===== config.mk =====
export PLATFORM = sky130hd
export DESIGN_NAME = hex_counter_display
export DESIGN_NICKNAME = d
export VERILOG_FILES = /design/src/rtl/hex_counter_display.sv
export SDC_FILE = /design/constraint.sdc
export NUM_CORES = 1
export LEC_CHECK = 0
export ABC_AREA = 1
export ABC_CLOCK_PERIOD_IN_PS = 1980
export BUFFER_PORTS_ARGS = -buffer_cell sky130_fd_sc_hd__buf_2
export CELL_PAD_IN_SITES_DETAIL_PLACEMENT = 1
export CELL_PAD_IN_SITES_GLOBAL_PLACEMENT = 1
export CORE_UTILIZATION = 38
export CTS_CLUSTER_DIAMETER = 80
export DETAILED_ROUTE_END_ITERATION = 12
export GPL_ROUTABILITY_DRIVEN = 0
export PLACE_DENSITY = 0.82
export SETUP_SLACK_MARGIN = 0.02
export SLEW_MARGIN = 20
export SYNTH_ARGS = -nofsm -noshare
export SYNTH_HDL_FRONTEND = slang
export SYNTH_SLANG_ARGS = --single-unit

===== constraint.sdc =====
create_clock -name clk -period 1.98 [get_ports clk]
set_clock_uncertainty 0.05 [all_clocks]
set_input_delay 0.198 -clock clk [delete_from_list [all_inputs] [get_ports clk]]
set_output_delay 0.198 -clock clk [all_outputs]
set_load 0.02 [all_outputs]

===== src/rtl/hex_counter_display.sv =====
// Multi-digit hex/BCD up/down counter with prescaled tick, parallel load and
// registered active-low seven-segment outputs with optional leading-zero blanking.
module hex_counter_display #(
    parameter int unsigned DIGITS  = 8,
    parameter int unsigned CLK_HZ  = 50_000_000,
    parameter int unsigned TICK_HZ = 10
) (
    input  logic                  clk,
    input  logic                  rst_n,
    input  logic                  en,
    input  logic                  up,
    input  logic                  mode_bcd,
    input  logic                  load,
    input  logic [4*DIGITS-1:0]   load_val,
    input  logic                  blank_lz,
    output logic [4*DIGITS-1:0]   value,
    output logic                  wrap,
    output logic [7*DIGITS-1:0]   seg
);

    localparam int unsigned DIV  = CLK_HZ / TICK_HZ;
    localparam int unsigned PW   = (DIV > 1) ? $clog2(DIV) : 1;
    localparam logic [PW-1:0] PMAX = PW'(DIV - 1);

    localparam logic [6:0] SegZero = 7'b1000000;
    localparam logic [6:0] SegBlank = 7'b1111111;

    logic [PW-1:0]         pcnt_q, pcnt_d;
    logic [4*DIGITS-1:0]   value_q, value_d, cnt_next;
    logic                  wrap_q, wrap_d;
    logic [7*DIGITS-1:0]   seg_q, seg_d;
    logic                  tick;
    logic                  cy, cy_out, zero_above;
    logic [3:0]            maxd, d, nd;

    function automatic logic [6:0] decode(input logic [3:0] n);
        logic [6:0] s;
        unique case (n)
            4'h0: s = 7'b1000000;
            4'h1: s = 7'b1111001;
            4'h2: s = 7'b0100100;
            4'h3: s = 7'b0110000;
            4'h4: s = 7'b0011001;
            4'h5: s = 7'b0010010;
            4'h6: s = 7'b0000010;
            4'h7: s = 7'b1111000;
            4'h8: s = 7'b0000000;
            4'h9: s = 7'b0010000;
            4'hA: s = 7'b0001000;
            4'hB: s = 7'b0000011;
            4'hC: s = 7'b1000110;
            4'hD: s = 7'b0100001;
            4'hE: s = 7'b0000110;
            4'hF: s = 7'b0001110;
        endcase
        return s;
    endfunction

    assign tick = en && (pcnt_q == PMAX);

    always_comb begin
        pcnt_d = pcnt_q;
        if (load) begin
            pcnt_d = '0;
        end else if (en) begin
            pcnt_d = tick ? '0 : pcnt_q + 1'b1;
        end
    end

    // Ripple carry/borrow through the digits; an illegal BCD digit on the way
    // down saturates to MAX and absorbs the borrow.
    always_comb begin
        maxd     = mode_bcd ? 4'd9 : 4'd15;
        cy       = 1'b1;
        cnt_next = value_q;
        d        = '0;
        nd       = '0;
        for (int i = 0; i < int'(DIGITS); i++) begin
            d  = value_q[4*i +: 4];
            nd = d;
            if (cy) begin
                if (up) begin
                    if (d >= maxd) begin
                        nd = 4'd0;
                    end else begin
                        nd = d + 4'd1;
                        cy = 1'b0;
                    end
                end else begin
                    if (d == 4'd0) begin
                        nd = maxd;
                    end else if (d > maxd) begin
                        nd = maxd;
                        cy = 1'b0;
                    end else begin
                        nd = d - 4'd1;
                        cy = 1'b0;
                    end
                end
            end
            cnt_next[4*i +: 4] = nd;
        end
        cy_out = cy;
    end

    always_comb begin
        value_d = value_q;
        wrap_d  = 1'b0;
        if (load) begin
            value_d = load_val;
        end else if (tick) begin
            value_d = cnt_next;
            wrap_d  = cy_out;
        end
    end

    // Scan from the top digit so zero_above covers this digit and all above it.
    always_comb begin
        zero_above = 1'b1;
        seg_d      = '0;
        for (int i = int'(DIGITS) - 1; i >= 0; i--) begin
            zero_above = zero_above && (value_q[4*i +: 4] == 4'd0);
            seg_d[7*i +: 7] = (blank_lz && zero_above && (i > 0)) ? SegBlank
                                                                  : decode(value_q[4*i +: 4]);
        end
    end

    always_ff @(posedge clk or negedge rst_n) begin
        if (!rst_n) begin
            pcnt_q  <= '0;
            value_q <= '0;
            wrap_q  <= 1'b0;
            seg_q   <= {DIGITS{SegZero}};
        end else begin
            pcnt_q  <= pcnt_d;
            value_q <= value_d;
            wrap_q  <= wrap_d;
            seg_q   <= seg_d;
        end
    end

    assign value = value_q;
    assign wrap  = wrap_q;
    assign seg   = seg_q;

endmodule


==> metrics.md <==
| Metric | Value |
|---|---|
| Outcome | finished, violations left |
| Violated checks | negative setup slack |
| Critical Path RT | 2.19 ns |
| Post-Syn Area | 0.00795 sq mm |
| FILL cells | 2,518 |
| CP Buf/Inv Count | 0 |
| Fin. Hold Viols | 0 |
| Initial Util | 0.390 |
| PD cells | 937 mW/mm^2 |
| Slew Limit Fails | 0 |
| Crit path max fanout | 4 |
| Detail Route Antenna Nets | 0 |
| Layout Cells excl Fill | about 1.6k |
| Seq pwr share | 0.311 |
| Clock tree from TritonCTS | built |
| Combinational share of power | 0.503 |
| Final Cycle Share | 1.04 |
| Critical path class | flop to flop |
| Vias in the first global route | 8,684 |
| Die ar. | between 0.02 and 0.025 sq mm |
| Clock Sinks | 112 |
| Area growth syn-to-layout | 32.4% |
| Largest stage delay, worst path | 0.43 ns |
| DPL Wire Length | 19.7 mm |
| CTS Root Cell | clkbuf_16 |
| First-pass detailed-route iteration total | 5 |
| Total routed wirelength | 29.5 mm |
| Slowest cell on crit path | dfrtp_2 |
| Headroom to the max-slew limit | 0.642 |
| Vias | 8,465 |
| CP top delay family | simple AND/OR/NAND/NOR gates |
| Global-route wire length before repair | 44.9 mm |
| Worst min-delay path category | input port to flop |
| Cells along the critical path | ha_4 -> nand2_2 -> nor2_4 -> nor2_2 -> a21oi_4 -> nand3_4 -> nor2_8 -> nand2_4 -> nand2_4 -> nand2_4 -> nand2_1 -> nand2_1 |
| Largest net degree at the start of global routing | 44 |
| Drt wl/cell | 18.9 microns |
| Worst-Skew Late Latency | 0.37 ns |
| Critical Path Most Common Cell | nand2_4 |
| Post-synth EDFFs | 0 |
| Gr usage total | 0.260 |
| Final min period | 2.07 ns |
| Syn_area_per_cell | 7.58 sq um |
| Syn nets | 1,152 |
| Sequential-to-total area share from yosys stat | 0.354 |
| Synth Register Bits | 112 |
| Synth area leader | dfrtp_1 |
| Syn. warnings | 0 |
| Core Area | between 0.02 and 0.025 sq mm |
| Layout cells sized above 1 | 0.334 |
| Peak supply drop | 0.578 mV |
| Worst Setup End Kind | flop |
| Final nets | 1,385 |
| Distinct cells, synth | 57 |
| Port Buf Inserts | 127 |
| Longest Clk Path Bufs | 2 |
| Fmax | 0.484 GHz |
| Synth cell count leaders | nand2_1 (252), dfrtp_1 (104), nor2_1 (103), inv_1 (89), o21ai_0 (68) |
| Chip height | 147 microns |
| Most frequent cell after synthesis | nand2_1 |
| Grt ovf | 0 |
| Endpoint arrival time on the critical path | 2.28 ns |
| Placed cell count | 1,508 |
| Routed vias/inst | around 5.4 |
| Lkg Pwr | 5.31 nW |
| # H-tree levels | 3 |
| Switch share | 0.437 |
| Initial antenna violation count | 1 |
| DRC Markers | 0 |
| Post-synthesis cell count | 1,048 |
| Crit path setup slack, layout | -0.0860 ns |
| Worst slew pin tran | 0.537 ns |
| P_int | approximately 5.6 mW |
| Die width | 147 microns |
| Top cells by area, synth | dfrtp_1 (33%), nand2_1 (12%), ha_1 (10%) |
| Sw Pwr | 4.31 mW |
| Setup violators final | 21 |
| Post-synth top area share | 0.327 |
| Top FF cell, synth | dfrtp_1 |
| Row cnt | 52 |
| Number of CTS-inserted buffers | 9 |
| RSZ-0062 raised after global routing | yes |
| CP startpoint kind | flop |
| Worst-path clk slew | about 0.080 ns |
| Clk pwr share | 0.187 |
| Max cap viols | 0 |
| Ports | ~130 |
| DR iter-0 viols | 442 |
| Hold Slack | 0.0750 ns |
| Post-synth ARST share | 1.00 |
-- power by group through the flow --
stage,clock network (mW),registers (mW),logic (mW)
detailed placement,0,3.08,4.42
CTS,1.87,3.06,4.65
finish,1.84,3.06,4.96
global placement,0,3.07,4.28
global route,1.95,3.11,5.37
floorplan,0,3.78,2.02
-- placed cells by master (no fill, tap or decap), drive strengths merged, types with 3 or more instances in the layout --
| master | instances |
|---|---|
| buf | 259 |
| clkbuf | 15 |
| a31oi | 8 |
| inv | 102 |
| o22ai | 5 |
| nand3 | 69 |
| nand4 | 14 |
| ha | 65 |
| nor3 | 15 |
| o311ai | 12 |
| o211ai | 24 |
| a22oi | 3 |
| nor2 | 111 |
| dfrtp | 104 |
| a211oi | 4 |
| a21oi | 68 |
| or2 | 6 |
| nand2 | 266 |
| o221ai | 4 |
| clkinv | 5 |
| dfstp | 8 |
| xor2 | 18 |
| o2111ai | 3 |
| o21ai | 82 |
-- sequential cells by signal, indices dropped and copies added (netlist names) --
register,cells
wrap,1
pcnt_q,23
seg,56
value,32
-- through the flow --
step                       util  TNS (ns)  instance area (sq um)  setup WS [ns]  total power [mW]
after floorplan               -         0                   7970         0.0213              5.80
final                     0.517    -0.703                  10500        -0.0860              9.86
after CTS                 0.502    -0.201                  10200        -0.0423              9.58
after global placement    0.469    -0.302                   9540        -0.0400              7.35
after detailed placement  0.469     -2.31                   9540         -0.165              7.51
after global routing      0.517     -3.45                  10500         -0.172              10.4
-- metal layers --
metal / up-vias / track usage / wire, microns
li1: 3972 / - / -
met2: 211 / 0.465 / 15100
met5: - / 0 / 0
met4: 0 / 0.0849 / 710
met3: 48 / 0.0353 / 1080
met1: 4234 / 0.320 / 12600
-- worst reg2reg max path, delay by kind of cell, from the launching register on --
family | cells | cell delay (ns)
simple gates | 10 | 1.01
compound gates | 1 | 0.19
flops | 1 | 0.43
fa+ha+maj | 1 | 0.28
-- area by class of cell --
| class | count | area (sq um) | area share |
|---|---|---|---|
| multi-input cells | 792 | 4990 | 0.474 |
| flip-flops and latches | 112 | 2830 | 0.268 |
| repair buffers | 261 | 1690 | 0.160 |
| inverters | 105 | 402 | 0.0382 |
| well taps | 270 | 338 | 0.0321 |
| clock buffers | 14 | 264 | 0.0251 |
| clock inverters | 2 | 13.8 | 0.00131 |
| diodes | 1 | 2.50 | 0.000238 |
-- kinds of logic after synthesis --
| logic type | count (synthesis) | synth area share |
|---|---|---|
| compound gates | 223 | 0.172 |
| xor+xnor | 19 | 0.0209 |
| fa+ha+maj | 65 | 0.102 |
| buf+inv | 144 | 0.0746 |
| flops | 112 | 0.354 |
| mux | 1 | 0.00126 |
| simple gates | 484 | 0.275 |
-- timing repair --
| action | CTS | global route |
|---|---|---|
| endpoints found under the hold margin | 32 | 0 |
| resized for setup | 46 | 71 |
| pin swaps | 30 | 38 |
| hold buffers | 1 | 0 |
| setup buffers | 20 | 11 |
| cloned | 0 | 0 |
| endpoints found under the setup margin | 31 | 66 |
-- path summary, 6_finish.rpt --
check	startpoint	endpoint	slack [ns]	cells past startpoint
max	value[6]	value[21]	-0.09	12
min	load_val[9]	value[9]	0.07	3
max reg2reg	value[6]	value[21]	-0.09	12
min reg2reg	pcnt_q[15]	pcnt_q[15]	0.46	1
max in group asynchronous	rst_n	seg[55]	0.90	3
min in group asynchronous	rst_n	seg[5]	0.29	2
(Power assumes the default switching activity.)
